**src/rtl/traffic_ctrl_multi.sv**
```systemverilog
// Highway / multi-side-road traffic light controller.
// The highway is the default phase, and side roads are served one at a time in round-robin order.
module traffic_ctrl_multi #(
    parameter int N_SIDE         = 2,
    parameter int CNT_W          = 8,
    parameter int MIN_GREEN_MAIN = 8,
    parameter int MIN_GREEN_SIDE = 2,
    parameter int MAX_GREEN_SIDE = 6,
    parameter int Y2R_DELAY      = 3,
    parameter int R2G_DELAY      = 2,
    localparam int AW            = (N_SIDE > 1) ? $clog2(N_SIDE) : 1
) (
    input  logic                  clock,
    input  logic                  clear,
    input  logic [N_SIDE-1:0]     car_req,
    output logic [1:0]            hwy,
    output logic [2*N_SIDE-1:0]   side,
    output logic [AW-1:0]         active_side
);

    localparam int MAX_CNT = (1 << CNT_W) - 1;

    if (N_SIDE < 1 || N_SIDE > 8) begin : g_bad_nside
        $error("traffic_ctrl_multi: N_SIDE must be 1..8");
    end
    if (MIN_GREEN_MAIN < 1 || MIN_GREEN_MAIN > MAX_CNT ||
        MIN_GREEN_SIDE < 1 || MIN_GREEN_SIDE > MAX_CNT ||
        MAX_GREEN_SIDE < 1 || MAX_GREEN_SIDE > MAX_CNT ||
        Y2R_DELAY < 1 || Y2R_DELAY > MAX_CNT ||
        R2G_DELAY < 1 || R2G_DELAY > MAX_CNT ||
        MIN_GREEN_SIDE > MAX_GREEN_SIDE) begin : g_bad_delay
        $error("traffic_ctrl_multi: illegal delay parameters");
    end

    localparam logic [1:0] RED    = 2'd0;
    localparam logic [1:0] YELLOW = 2'd1;
    localparam logic [1:0] GREEN  = 2'd2;

    localparam logic [CNT_W-1:0] T_MIN_MAIN = CNT_W'(MIN_GREEN_MAIN - 1);
    localparam logic [CNT_W-1:0] T_MIN_SIDE = CNT_W'(MIN_GREEN_SIDE - 1);
    localparam logic [CNT_W-1:0] T_MAX_SIDE = CNT_W'(MAX_GREEN_SIDE - 1);
    localparam logic [CNT_W-1:0] T_Y2R      = CNT_W'(Y2R_DELAY - 1);
    localparam logic [CNT_W-1:0] T_R2G      = CNT_W'(R2G_DELAY - 1);

    typedef enum logic [2:0] {
        HWY_G, HWY_Y, AR_TO_SIDE, SIDE_G, SIDE_Y, AR_TO_HWY
    } state_t;

    state_t                state_q, state_d;
    logic [CNT_W-1:0]      timer_q, timer_d;
    logic [N_SIDE-1:0]     pend_q, pend_d;
    logic [AW-1:0]         rr_q, rr_d;
    logic [AW-1:0]         sel_q, sel_d;
    logic [1:0]            hwy_q, hwy_d;
    logic [2*N_SIDE-1:0]   side_q, side_d;

    logic [N_SIDE-1:0]     req;
    logic [N_SIDE-1:0]     serve_mask;
    logic [AW-1:0]         pick;
    logic                  found;

    always_comb begin
        req   = pend_q | car_req;
        found = 1'b0;
        pick  = '0;
        // Round-robin search starting at rr_q, first hit wins.
        for (int i = 0; i < N_SIDE; i++) begin
            if (!found && req[(int'(rr_q) + i) % N_SIDE]) begin
                found = 1'b1;
                pick  = AW'((int'(rr_q) + i) % N_SIDE);
            end
        end

        state_d = state_q;
        sel_d   = sel_q;
        rr_d    = rr_q;
        case (state_q)
            HWY_G: begin
                if (timer_q >= T_MIN_MAIN && found) begin
                    state_d = HWY_Y;
                    sel_d   = pick;
                    rr_d    = (pick == AW'(N_SIDE - 1)) ? '0 : pick + AW'(1);
                end
            end
            HWY_Y:      if (timer_q == T_Y2R) state_d = AR_TO_SIDE;
            AR_TO_SIDE: if (timer_q == T_R2G) state_d = SIDE_G;
            SIDE_G: begin
                if (timer_q == T_MAX_SIDE || (!car_req[sel_q] && timer_q >= T_MIN_SIDE))
                    state_d = SIDE_Y;
            end
            SIDE_Y:     if (timer_q == T_Y2R) state_d = AR_TO_HWY;
            AR_TO_HWY: begin
                if (timer_q == T_R2G) begin
                    state_d = HWY_G;
                    sel_d   = '0;
                end
            end
            default:    state_d = HWY_G;
        endcase

        if (state_d != state_q)
            timer_d = '0;
        else
            timer_d = (timer_q == '1) ? timer_q : timer_q + CNT_W'(1);

        // The side currently on green does not re-pend its own sensor.
        serve_mask = (state_q == SIDE_G) ? (N_SIDE'(1) << sel_q) : '0;
        pend_d     = pend_q | (car_req & ~serve_mask);
        if (state_q == AR_TO_SIDE && state_d == SIDE_G)
            pend_d[sel_q] = 1'b0;

        hwy_d  = RED;
        side_d = '0;
        case (state_d)
            HWY_G:   hwy_d = GREEN;
            HWY_Y:   hwy_d = YELLOW;
            SIDE_G:  side_d[int'(sel_d)*2 +: 2] = GREEN;
            SIDE_Y:  side_d[int'(sel_d)*2 +: 2] = YELLOW;
            default: hwy_d = RED;
        endcase
    end

    always_ff @(posedge clock or posedge clear) begin
        if (clear) begin
            state_q <= HWY_G;
            timer_q <= '0;
            pend_q  <= '0;
            rr_q    <= '0;
            sel_q   <= '0;
            hwy_q   <= GREEN;
            side_q  <= '0;
        end else begin
            state_q <= state_d;
            timer_q <= timer_d;
            pend_q  <= pend_d;
            rr_q    <= rr_d;
            sel_q   <= sel_d;
            hwy_q   <= hwy_d;
            side_q  <= side_d;
        end
    end

    assign hwy         = hwy_q;
    assign side        = side_q;
    assign active_side = sel_q;

endmodule

```
**config.mk**
```make
export PLATFORM = sky130hd
export DESIGN_NAME = traffic_ctrl_multi
export DESIGN_NICKNAME = d
export VERILOG_FILES = /design/src/rtl/traffic_ctrl_multi.sv
export SDC_FILE = /design/constraint.sdc
export NUM_CORES = 1
export LEC_CHECK = 0
export ABC_AREA = 0
export ABC_CLOCK_PERIOD_IN_PS = 2600
export CAP_MARGIN = 20
export CORE_MARGIN = 2
export CORE_UTILIZATION = 56
export CTS_CLUSTER_DIAMETER = 120
export DETAILED_ROUTE_END_ITERATION = 7
export PLACE_DENSITY = 0.88
export SYNTH_ARGS = -nofsm -noshare
export SYNTH_HDL_FRONTEND = slang
export SYNTH_SLANG_ARGS = --single-unit
```
**constraint.sdc**
```tcl
create_clock -name clock -period 2.6 [get_ports clock]
set_clock_uncertainty 0.2 [all_clocks]
set_input_delay 0.78 -clock clock [delete_from_list [all_inputs] [get_ports clock]]
set_output_delay 0.78 -clock clock [all_outputs]
set_load 0.01 [all_outputs]
```
* Word level (Yosys, flattened, before mapping) *
Index checks and enable logic that the tools add are counted.

operators by class
  $add $sub $neg = 4
  multiply operators = 0
  divide/modulo/power cells = 0
  $lt $le $gt $ge = 6
  eq/ne operators = 14
  shift operators = 4
  multiplexer cells = 30
  bitwise operators = 9
  reduce and logical (&&, ||, !) cells = 11

operator list
  cell                                                         number
  variable part select 2 x 33 -> 4 bit (first input constant)  2
  negation 2 -> 33 bit                                         1
  variable shift 2 x 33 -> 4 bit (first input constant)        1
  2-to-1 mux 3 bit                                             6
  one-hot mux 3 bit (6 select lines)                           1
  2-to-1 mux 8 bit                                             2
  2-to-1 mux 1 bit                                             15
  == test 3 x 2 -> 1 bit (second input constant)               3
  == test 3 bit (second input constant)                        3
  adder 8 x 1 -> 8 bit (second input constant)                 1
  bitwise AND 4 bit                                            2
  == test 8 x 1 -> 1 bit (second input constant)               1
  == test 8 x 2 -> 1 bit (second input constant)               1
  == test 8 x 3 -> 1 bit (second input constant)               1
  == test 8 bit (second input constant)                        1
  >= comparator 8 x 1 -> 1 bit (second input constant)         1
  >= comparator 8 x 3 -> 1 bit (second input constant)         1
  one-hot mux 4 bit (2 select lines)                           1
  == test 3 x 1 -> 1 bit (second input constant)               2
  zero test 3 bit                                              2
  logical AND 1 bit                                            5
  bitwise AND 2 bit                                            2
  less-than comparator 1 x 2 -> 1 bit (second input constant)  2
  2-to-1 mux 2 bit                                             2
  15 further kinds                                             19

word-level totals
  register bits after elaboration = 21
  bits in latches = 0
  memory bits (writable) = 0
  ROM bits = 0
  bits of input ports = 4
  output and inout port bits = 7
  word-level logic and storage cells = 85
  memories kept = 0

* Depth between registers and ports, before layout *
Gate-level depths: netlist of run 1.

  depth in word-level cells = 14
  depth in mapped cells = 7

* Worst setup path after synthesis of run 1 *
Ideal clock, no wire load.

  kind = register -> register
  start = register timer_q[7]
  end = register timer_q[6]
  setup time = 0.137 ns
  arrival time = 1.709 ns
  slack = 0.554 ns
  stages on the path, launching flop included = 6
  clock period less this slack = 2.046 ns
  cells stage by stage = dfrtp_1 or3_1 or3_4 a41o_2 a21oi_4 a311oi_1

between the ends
  word-level cells in the longest chain between the ends = 7
  elaborated cells on any way between the ends = 19

RTL lines
  item                                                                RTL line  text
  start: declaration                                                  50        logic [CNT_W-1:0] timer_q, timer_d;
  start signal: assignment                                            134       timer_q <= timer_d;
  >= comparator 8 x 1 -> 1 bit                                        88        if (timer_q == T_MAX_SIDE || (!car_req[sel_q] && timer_q >= T_MIN_SIDE))
  logical AND 1 bit                                                   88
  logical OR 1 bit                                                    88
  2-to-1 mux 3 bit                                                    88
  one-hot mux 3 bit (6 select lines)                                  77        case (state_q)
  != test 3 bit                                                       101       if (state_d != state_q)
  != test 2 bit (no source line) or 2-to-1 mux 8 bit (tied branches)  n/a

Parallel ways exist; a longest one is shown, timed or not.
A chain may end at the register's enable or synchronous reset.

* Worst setup path after layout of run 1 *
  start = input port car_req[1]
  end = register side_q[2], in the netlist side[2]

between the ends
  word-level cells in the longest chain between the ends = 14
  elaborated cells on any way between the ends = 32

RTL lines
  item                                                                RTL line  text
  start: declaration                                                  15        input logic [N_SIDE-1:0] car_req,
  bitwise OR 2 bit *                                                  63        req = pend_q | car_req;
  2-to-1 mux 1 bit (implied by the code) (2 in series)                68        if (!found && req[(int'(rr_q) + i) % N_SIDE]) begin
  2-to-1 mux 1 bit                                                    68
  zero test 1 bit                                                     68
  logical AND 1 bit                                                   68
  2-to-1 mux 1 bit                                                    68
  logical AND 1 bit                                                   79        if (timer_q >= T_MIN_MAIN && found) begin
  2-to-1 mux 1 bit *                                                  79
  one-hot mux 1 bit (2 select lines) *                                77
  net sel_d                                                           53        logic [AW-1:0] sel_q, sel_d;
  negation 2 -> 33 bit *                                              117, 118
  variable part select 2 x 33 -> 4 bit, or another cell as far along  118       SIDE_Y: side_d[int'(sel_d)*2 +: 2] = YELLOW;
  bitwise AND 4 bit (no source line)                                  n/a
  one-hot mux 4 bit (2 select lines) *                                114       case (state_d)
  net side_d[2]                                                       55        logic [2*N_SIDE-1:0] side_q, side_d;
  end signal: assignment                                              139       side_q <= side_d;
  end: declaration                                                    55

The timed path passes the listed nets; every way through them passes the cells marked *. The select of a mux whose other input is x is not followed.

==> results by stage, run 1 <==
Outcome:
- The flow ran to the end, and the final reports show no timing, DRC or antenna violations.

Cells and area:
- The post-route cell area is 1380 um2.
- The layout has approximately 170 filler cells.
- After the last flow step, the layout net total stands at 143.
- The area overhead of the layout relative to synthesis is 12.8%.
- The top cell types in the final layout, fill and taps aside, are dfrtp_1, nor2_1, clkdlybuf4s50_1, inv_1, nand2_1.
- The most frequent standard cell in the layout excluding fill and tap cells is dfrtp_1.
- The fraction of layout cells with a size suffix above 1 is roughly an eighth.
- The antenna diode instance count is 0.
- Measured on the finished design, the core utilization comes to 68.9%.

Synth:
- The basic-gate share of the synthesized area counting and, or, nand and nor cells is slightly below 20%.
- The leading register cell type out of synthesis is dfrtp_1.
- The async set or reset register ratio after synthesis is 100%.
- The mux cell area share after synthesis is 4.19%.
- In the synthesized netlist, the number of instances is between 100 and 150.
- The synthesized area is between 1000 and 1500 um2.
- The synthesized design contains 0 enable-type register cells.
- The post-synthesis register bit count is 21.
- A synthesized cell averages 9.95 um2.
- After Yosys synthesis, XOR and XNOR cells account for under 10% of the synthesized area.
- Sequential elements use between 40% and 50% of the synthesized area.
- The adder-cell share of the synthesized area is about 4.1%.
- In the post-synthesis netlist, the biggest area contributors are dfrtp_1, ha_1, nor2_1.
- The compound-gate portion of the synthesized area is 22.2%.
- After synthesis, the largest family of logic cells by area is compound AO/OA/AOI/OAI gates.
- The yosys synthesis warning count is 0.
- The cell type with the highest aggregate area in the netlist is dfrtp_1.
- The share of synthesized area in the top cell type comes to 40.9%.
- The net count after synthesis is around 130.
- The number of different library cells in the post-synthesis netlist is 47.

CTS:
- TritonCTS created 3 clock buffers.
- TritonCTS built the clock tree.
- The clock-pin transition on the worst setup and hold timing paths is 120 ps.
- The clock root buffer master is clkbuf_4.
- The later pin in the worst-skew pair is clocked with a latency of 310 ps.
- Post-CTS timing repair inserted 0 buffers for setup.
- The post-cts gate resize count is 0.
- In this run the number of H-tree levels came out at 1.
- CTS saw 21 sinks.
- The number of buffers between clock root and the deepest sink is 2.
- The post-cts hold buffer count is 0.

STA:
- Setup repair after global routing left no endpoint under its margin.
- The highest attainable clock frequency is between 400 and 500 MHz.
- The clock period could shrink to 2440 ps.
- The number of failing hold endpoints at the final stage is 0.
- The number of pins exceeding their max-slew limit in the final report is 0.
- The final period utilization is 93.7%.
- The pin slew with the least headroom to its limit is between 600 and 700 ps.
- The worst pin sits at a relative slew slack of between 50% and 60%.
- The number of setup violations in the final report is 0.
- The setup slack of the critical path after layout is 164 ps.
- The setup total negative slack is 0 ps.

Worst setup path:
- The beginning of the worst register-to-register path is timer_q[0].
- The worst setup path is of the in2reg kind.
- The family of cells with the greatest summed delay on the critical path is compound AO/OA/AOI/OAI gates.
- On the critical path, the stage with the largest delay is an instance of clkdlybuf4s50_1.
- Data arrives at the worst endpoint at roughly 2500 ps.
- The origin of the worst setup path is car_req[1].
- The worst setup path is captured at a flip-flop.
- The highest cell delay on the worst timing path is approximately 460 ps.
- Of all nets on the critical path, the largest fanout is 5.
- Counting both buffers and inverters, the worst setup path holds a total of 1.
- The critical path launch point type is an input pin.
- Traced cell by cell, the critical path runs through clkdlybuf4s50_1 > nor4_1 > a211o_1 > a32oi_1 > a21oi_1 > nor3b_1.
- The worst path required time is 2620 ps.

Drt:
- The vias after detailed routing is around 970.
- The routed via count divided by cell count is ~6.0.
- In the routed design, unresolved DRC markers number 0.
- The DRC violation total after the first TritonRoute iteration is 14.
- The detail route stage leaves a number of antenna-violating nets equal to 0.
- After detailed routing, the average wire length per cell comes to about 15 um.
- The first-pass iteration count of the detailed router is 6.
- The final routed wirelength across all metal layers is 2.41 mm.

Power and ir drop:
- Dividing total power by cell area gives a power density of ~1000 nW/um2.
- Across the VDD grid, the largest voltage drop is between 0.6 and 0.7 mV.
- The leakage power is ~0.00063 uW.
- Total power for the finished layout comes to 1400 uW.

Floorplan:
- The number of core rows is 16.
- For this configuration, the core starts out at a cell density of around three fifths.
- The placeable core region is 2000 um2.
- The die covers between 2000 and 3000 um2.
- From left edge to right edge, the die measures roughly 50 um.
- The height of the die is roughly 51 um.
- During I/O placement, the number of pins put on the boundary was 11.

Placed design:
- The post-detailed-placement cell area is around 1400 um2.
- The final RePlAce weighted congestion is 0.858.
- The sum of net half-perimeters after detailed placement is between 1.5 and 2 mm.
- Input and output buffers added on the ports amount to 10.
- At the placement stage, the worst setup path has a slack of -170 ps.

GRT:
- In the global route stage, overall resource usage came out at 22.6%.
- The first-pass GRT wire length is between 4 and 5 mm.
- The number of global-route vias before repair is roughly 990.
- The number of antenna violations at the first check in global routing came to 0.
- Global routing finished with a remaining overflow of 0.
- The pin count of the biggest net entering global routing is 22.

Job:
- The max-cap violation count is 0.

Hold path:
- The path class of the tightest hold or removal check is reg2reg.
- In this run the most critical hold path is launched from rr_q.
## area by class of cell
class | instances | area, um2 | area share (%)
Timing Repair Buffer | 12 | 115 | 8.34
Clock inverter | 1 | 5.00 | 0.363
Multi-Input combinational cell | 89 | 647 | 46.9
Tap cell | 27 | 33.8 | 2.45
Clock buffer | 3 | 22.5 | 1.63
Sequential cell | 21 | 527 | 38.2
Inverter | 8 | 30.0 | 2.18
## sequential cells by signal (all words and copies together) (netlist names)
register,flops
timer_q,8
side,4
hwy,2
active_side,1
pend_q,2
state_q,3
rr_q,1
## report_power, final
part           switching [uW]  internal [uW]  total (uW)
sequential                110            422         532
combinational             384            330         714
clock                    98.7           57.4         156
## Yosys cell counts (all sizes together) (3+ instances only)
cell type,n
dfrtp,20
nor2,13
inv,8
a21oi,6
nand2,6
clkbuf,4
ha,4
mux2i,4
nand2b,4
nor3,4
a31oi,3
nand3,3
or3,3
xor2,3
## logic make-up after synthesis
logic type,after synthesis
flip-flops,21
adder cells (fa/ha/maj),4
AND/OR/NAND/NOR,45
multiplexers,5
XOR/XNOR,4
buffers and inverters,13
AO/OA/AOI/OAI,31
## routing by layer
layer	GRT usage, %	routed length, um	vias up	part of all wire, %
met3	4.17	127	2	5.3
met2	40.1	1280	31	53
met4	10.8	10	0	0.41
li1	-	-	472	-
met5	0	0	-	0
met1	26.0	997	468	41
## worst paths after layout
check                        endpoint  cells past startpoint  slack (ps)
setup / recovery              side[2]                      6         160
hold / removal                   rr_q                      2         310
setup reg to reg              side[2]                      6         340
hold reg to reg                  rr_q                      2         310
max in group asynchronous      hwy[1]                      3        1330
min in group asynchronous  timer_q[6]                      3         590
## metrics by stage
step | cells | hold slack (ps)
6_report | 161 | 308
5_1_grt | 161 | 334
4_1_cts | 161 | 314
3_5_place_dp | 157 | 285
3_3_place_gp | 157 | 288
2_1_floorplan | 123 | 251
## worst register-to-register path, stage by stage, from the launching register on
cell      delay (ps)
dfrtp_1          460
ha_1             250
a211oi_1         370
a211o_1          260
a32oi_1           80
a21oi_1          310
nor3b_1          250
(Power assumes the default switching activity.)
==> run 2: changes to the inputs <==
- ABC_CLOCK_PERIOD_IN_PS: 2600 -> not set
==> results of run 2 <==
Final layout, timing and power as in run 1 (identical DEF).
